### config.mk
export PLATFORM = sky130hd
export DESIGN_NAME = serial_link_obi_arbiter
export DESIGN_NICKNAME = d
export VERILOG_FILES = /design/src/rtl/serial_link_arb_pkg.sv /design/src/rtl/serial_link_obi_arbiter_id_fifo.sv /design/src/rtl/serial_link_obi_arbiter.sv
export SDC_FILE = /design/constraint.sdc
export NUM_CORES = 1
export LEC_CHECK = 0
export BUFFER_PORTS_ARGS = -buffer_cell sky130_fd_sc_hd__buf_2
export CORE_AREA = 2 2 123 125
export CTS_BUF_LIST = sky130_fd_sc_hd__clkbuf_8
export CTS_CLUSTER_DIAMETER = 80
export DETAILED_ROUTE_END_ITERATION = 8
export DIE_AREA = 0 0 125 127
export GPL_TIMING_DRIVEN = 0
export PLACE_DENSITY = 0.51
export SLEW_MARGIN = 20
export SYNTH_ARGS = -nofsm -noshare
export SYNTH_HDL_FRONTEND = slang
export SYNTH_HIERARCHICAL = 1
export SYNTH_SLANG_ARGS = --single-unit
### constraint.sdc
create_clock -name clk_i -period 1.55 [get_ports clk_i]
set_clock_uncertainty 0.05 [all_clocks]
set_input_delay 0.155 -clock clk_i [delete_from_list [all_inputs] [get_ports clk_i]]
set_output_delay 0.155 -clock clk_i [all_outputs]
set_load 0.01 [all_outputs]
### src/rtl/serial_link_arb_pkg.sv
// Shared types and helpers for the serial-link OBI arbiter.
package serial_link_arb_pkg;

  // Index width that stays at least one bit wide, even for single-entry ranges.
  function automatic int unsigned idx_width(input int unsigned n);
    return (n > 1) ? $clog2(n) : 1;
  endfunction

  typedef enum logic {
    IDLE   = 1'b0,
    LOCKED = 1'b1
  } lock_state_e;

endpackage

### src/rtl/serial_link_obi_arbiter_id_fifo.sv
// In-order FIFO of requester indices; non fall-through, head visible while not empty.
module serial_link_obi_arbiter_id_fifo
  import serial_link_arb_pkg::*;
#(
  parameter int unsigned DEPTH      = 2,
  parameter int unsigned DATA_WIDTH = 1
) (
  input  logic                         clk_i,
  input  logic                         rst_ni,
  input  logic                         push,
  input  logic                         pop,
  input  logic [DATA_WIDTH-1:0]        wdata,
  output logic [DATA_WIDTH-1:0]        rdata,
  output logic                         empty,
  output logic                         full,
  output logic [$clog2(DEPTH+1)-1:0]   usage
);

  localparam int unsigned PtrW = idx_width(DEPTH);
  localparam int unsigned CntW = $clog2(DEPTH + 1);

  logic [DATA_WIDTH-1:0] mem [DEPTH];
  logic [PtrW-1:0]       wr_ptr, rd_ptr;
  logic [CntW-1:0]       cnt;
  logic                  do_push, do_pop;

  assign empty   = (cnt == '0);
  assign full    = (cnt == CntW'(DEPTH));
  assign do_push = push & ~full;
  assign do_pop  = pop & ~empty;
  assign rdata   = mem[rd_ptr];
  assign usage   = cnt;

  always_ff @(posedge clk_i or negedge rst_ni) begin
    if (!rst_ni) begin
      wr_ptr <= '0;
      rd_ptr <= '0;
      cnt    <= '0;
    end else begin
      if (do_push) wr_ptr <= (wr_ptr == PtrW'(DEPTH - 1)) ? '0 : wr_ptr + 1'b1;
      if (do_pop)  rd_ptr <= (rd_ptr == PtrW'(DEPTH - 1)) ? '0 : rd_ptr + 1'b1;
      case ({do_push, do_pop})
        2'b10:   cnt <= cnt + 1'b1;
        2'b01:   cnt <= cnt - 1'b1;
        default: cnt <= cnt;
      endcase
    end
  end

  // Payload storage needs no reset: it is only read while not empty.
  always_ff @(posedge clk_i) begin
    if (do_push) mem[wr_ptr] <= wdata;
  end

endmodule

### src/rtl/serial_link_obi_arbiter.sv
// Round-robin OBI arbiter in front of the serial-link bridge; holds its choice until
// grant and steers each response back to its issuer through an in-order ID FIFO.
module serial_link_obi_arbiter
  import serial_link_arb_pkg::*;
#(
  parameter int unsigned NumReq         = 2,
  parameter int unsigned MaxOutstanding = 2,
  parameter int unsigned AddrWidth      = 32,
  parameter int unsigned DataWidth      = 32
) (
  input  logic                                   clk_i,
  input  logic                                   rst_ni,
  input  logic [NumReq-1:0]                      req_i,
  input  logic [NumReq-1:0][AddrWidth-1:0]       addr_i,
  input  logic [NumReq-1:0]                      we_i,
  input  logic [NumReq-1:0][DataWidth/8-1:0]     be_i,
  input  logic [NumReq-1:0][DataWidth-1:0]       wdata_i,
  output logic [NumReq-1:0]                      gnt_o,
  output logic [NumReq-1:0]                      rvalid_o,
  output logic [NumReq-1:0][DataWidth-1:0]       rdata_o,
  output logic                                   req_o,
  output logic [AddrWidth-1:0]                   addr_o,
  output logic                                   we_o,
  output logic [DataWidth/8-1:0]                 be_o,
  output logic [DataWidth-1:0]                   wdata_o,
  input  logic                                   gnt_i,
  input  logic                                   rvalid_i,
  input  logic [DataWidth-1:0]                   rdata_i,
  output logic                                   spurious_rsp_o,
  output logic [$clog2(MaxOutstanding+1)-1:0]    outstanding_o
);

  localparam int unsigned IdxW = idx_width(NumReq);

  lock_state_e     state, state_next;
  logic [IdxW-1:0] rr_ptr, lock_idx, winner, head_idx;
  logic            any_req, fifo_full, fifo_empty, hs, rsp_ok;
  int unsigned     j;

  // Scan from highest index offset down so the slot nearest rr_ptr is written last and wins.
  always_comb begin
    winner  = '0;
    any_req = 1'b0;
    j       = 0;
    if (state == LOCKED) begin
      winner  = lock_idx;
      any_req = 1'b1;
    end else begin
      for (int i = NumReq - 1; i >= 0; i--) begin
        j = int'(rr_ptr) + i;
        if (j >= NumReq) j = j - NumReq;
        if (req_i[j]) begin
          winner  = IdxW'(j);
          any_req = 1'b1;
        end
      end
    end
  end

  // Full masks on the registered count only, keeping rvalid_i out of the req_o path.
  assign req_o          = any_req & ~fifo_full;
  assign hs             = req_o & gnt_i;
  assign rsp_ok         = rvalid_i & ~fifo_empty;
  assign spurious_rsp_o = rvalid_i & fifo_empty;
  assign rdata_o        = {NumReq{rdata_i}};

  always_comb begin
    addr_o   = '0;
    we_o     = 1'b0;
    be_o     = '0;
    wdata_o  = '0;
    gnt_o    = '0;
    rvalid_o = '0;
    if (req_o) begin
      addr_o  = addr_i[winner];
      we_o    = we_i[winner];
      be_o    = be_i[winner];
      wdata_o = wdata_i[winner];
    end
    gnt_o[winner]      = hs;
    rvalid_o[head_idx] = rsp_ok;
  end

  always_comb begin
    state_next = state;
    case (state)
      IDLE:    if (req_o && !gnt_i) state_next = LOCKED;
      LOCKED:  if (gnt_i) state_next = IDLE;
      default: state_next = IDLE;
    endcase
  end

  always_ff @(posedge clk_i or negedge rst_ni) begin
    if (!rst_ni) begin
      state    <= IDLE;
      lock_idx <= '0;
      rr_ptr   <= '0;
    end else begin
      state <= state_next;
      if (state == IDLE && req_o && !gnt_i) lock_idx <= winner;
      if (hs) rr_ptr <= (winner == IdxW'(NumReq - 1)) ? '0 : winner + 1'b1;
    end
  end

  serial_link_obi_arbiter_id_fifo #(
    .DEPTH      (MaxOutstanding),
    .DATA_WIDTH (IdxW)
  ) i_id_fifo (
    .clk_i  (clk_i),
    .rst_ni (rst_ni),
    .push   (hs),
    .pop    (rsp_ok),
    .wdata  (winner),
    .rdata  (head_idx),
    .empty  (fifo_empty),
    .full   (fifo_full),
    .usage  (outstanding_o)
  );

`ifndef SYNTHESIS
  lock_hold_a : assert property (@(posedge clk_i) disable iff (!rst_ni)
    (state == LOCKED) |-> req_i[lock_idx]);
  no_overflow_a : assert property (@(posedge clk_i) disable iff (!rst_ni)
    hs |-> (!fifo_full || rsp_ok));
`endif

endmodule

==> metrics <==
Residual DRC=0; global route overflow=0; die area=around 16000 um2; Antenna Cells=0; Synth area leaders=nand3b_1 35%, mux2i_1 23%, buf_4 17%; max_cap viols=0; sequential-to-total area share from yosys stat=roughly 8%; First-pass DRT Iterations=4; Sw Share=between 40% and 50%; Peak VDD IR=428 uV; FILL cells=~1500; slowest cell delay on critical path=420 ps; Clk network pwr share=about 4%; Worst-Skew Late Latency=230 ps; Die Ht=~130 um; Post-synth top cells=138 x nand3b_1, 69 x mux2i_1, 68 x buf_4, 16 x clkbuf_1, 12 x buf_6; IO Count=about 320; max_slew headroom=77.5%; nets=between 800 and 900; drt via density=between 4 and 5; fin crit period=about 1900 ps; Tightest Pin Transition=337 ps; syn nets=roughly 530; CP arrival=1730 ps; share of cells above drive strength 1=approximately 65%; Sink Count=9; top cell type's share of synthesized area=approximately a third; routed vias=3683; Mapped Area=between 2000 and 3000 um2; DR iter-0 viols=slightly below 100; GRT Util Overall=13.4%; Sum Neg Setup Slack=-24060 ps; Buffers on Ports=~280; initial antenna violation count=0; combinational share of power=89.6%; maximum number of pins on one net before global-route repair=12; net switching power=approximately 3 mW; Hold Crit Class=input pin to register; CTS tree=built; final WL=around 12 mm; first-pass GRT wire length=~18 mm; P&R area growth vs syn=76.1%; Final Setup Violations=between 70 and 80; GR peak layer=met2; synthesized instance count=between 300 and 400; critical path fanouts, max=10; Final period util=125%; met2 Usage GRT=25.9%; most used standard cell by instance count after synthesis=nand3b_1; Initial Util=about a fifth; Hold Vio Cnt, Final=0; RSZ-0062 raised after global routing=yes; failing checks=setup timing; H-tree depth=1; crit start category=register; fmax=~520 MHz; ys async rst share=between 70% and 80%; Synth Flop Type=dfrtp_1; GR Util met3=~2.1%; cell area power density=about 1300 nW/um2; core box area=14400 um2; final hold slack=between 80 and 90 ps; clk slew on worst S/H paths=about 40 ps; internal cell power=between 3 and 4 mW; Std-Cell Rows=44; final worst slack=-381 ps; clock buffer depth=2; crit path buf inv count=3; critical path class=register to primary output; Mapped Avg Cell Area=around 8.3 um2; die width=about 130 um; largest area contributor in the netlist=nand3b_1; GR met1 Demand/Resource=about 16%; routed length per instance=about 14 um; crit path max-delay cell type=dfrtp_1; EDFF count, synth=2; Clock Tree Root=clkbuf_8; CTS buffer count=3; Slew Viols, Final=0; Yosys cell types=26; vias in the first global route=between 3000 and 4000; crit-path cells=or3_4, clkbuf_16, buf_8, nand3b_1, mux2i_1, buf_2; GP Congestion=about 0.76; delay-heaviest family, CP=simple AND/OR/NAND/NOR gates; sequential power share=under 10%; status=finished with violations; Final HPWL DP=slightly below 10 mm; yosys warns=6; post-route ant nets=0; critical path data required time=1340 ps; Seq cells post-synth=9; crit path capture type=primary output; P_leak=just under 3 nW
-- sequential cells by signal, indices dropped and copies added (netlist names) --
signal and flops:
rr_ptr 1, state 1, i_id_fifo/mem 2, i_id_fifo/rd_ptr 1
i_id_fifo/wr_ptr 1, i_id_fifo/usage 2, lock_idx 1
-- worst reg2reg max path: stages, from the launching register on --
cell and delay, ps:
dfrtp_1 410, buf_4 170, nor3_4 50, nor3b_4 270, nand2_2 120, buf_4 150, buf_4 130, nor2_2 90
-- power by group through the flow --
stage | Combinational, mW | Clock (mW) | Sequential, mW
finish | 6.01 | 0.261 | 0.437
global route | 6.51 | 0.277 | 0.447
CTS | 5.76 | 0.269 | 0.435
detailed placement | 5.25 | 0 | 0.458
global placement | 5.18 | 0 | 0.451
floorplan | 3.46 | 0 | 0.450
-- path summary, 6_finish.rpt --
path / from / to / slack [ps] / cells past startpoint
max in group asynchronous: rst_ni / i_id_fifo/usage[0] / 1010 / 2
hold / removal: gnt_i / state / 90 / 2
hold reg to reg: i_id_fifo/rd_ptr / i_id_fifo/rd_ptr / 450 / 1
setup / recovery: state / addr_o[0] / -380 / 6
setup reg to reg: state / i_id_fifo/mem[0] / -170 / 7
min in group asynchronous: rst_ni / i_id_fifo/rd_ptr / 250 / 2
-- through the flow --
step | instance area, um2 | setup WS, ps | utilization, % | std cells | power [mW]
5_1_grt | 5190 | -455 | 36.0 | 848 | 7.23
6_report | 5190 | -381 | 36.0 | 848 | 6.71
2_1_floorplan | 2980 | -51.7 | - | 355 | 3.90
3_5_place_dp | 4630 | -793 | 32.1 | 823 | 5.71
3_3_place_gp | 4630 | -767 | 32.1 | 823 | 5.63
4_1_cts | 4940 | -405 | 34.3 | 840 | 6.46
-- layer usage --
layer	routed length, um	share of wire, %
met1	4980	41
met4	54	0.44
met2	6490	53
met5	0	0
met3	743	6.1
-- kinds of logic after synthesis --
group	share of synthesized area, %
DFF	7.98
buffers and inverters	25.6
and+or+nand+nor	39.2
muxes	24.2
adders and majority gates	0.425
xor gates and xnor gates	1.49
AOI/OAI and AO/OA	1.02
-- final cells by class --
type	count	area [um2]	share of cell area, %
multi-input cells	239	2060	39.6
inverters	4	20.0	0.386
clock inverters	1	3.75	0.0723
well taps	184	230	4.44
clock buffers	3	41.3	0.796
flip-flops and latches	9	238	4.58
repair buffers	306	1690	32.6
plain buffers	102	911	17.6
-- cells in the final DEF (no fill, tap or decap), drive strengths merged --
cell and n:
a21oi 1, a22oi 1, and2 4, and3 1
buf 392, clkbuf 18, dfrtp 7, dlygate4sd3 1
edfxtp 2, ha 1, inv 5, mux2 2
mux2i 69, nand2 2, nand2b 3, nand3b 138
nor2 3, nor2b 4, nor3 1, nor3b 1
o41ai 2, or3 1, xnor2 3, xor2 2
-- repair_timing --
| item | 4_1_cts | 5_1_grt |
|---|---|---|
| setup endpoints to repair | 75 | 79 |
| hold buffers | 1 | 0 |
| resized for setup | 58 | 34 |
| setup buffers | 10 | 5 |
| pin swaps | 5 | 23 |
| cloned | 2 | 4 |
| endpoints found under the hold margin | 7 | 0 |
Power figures use the tool's default switching activity.
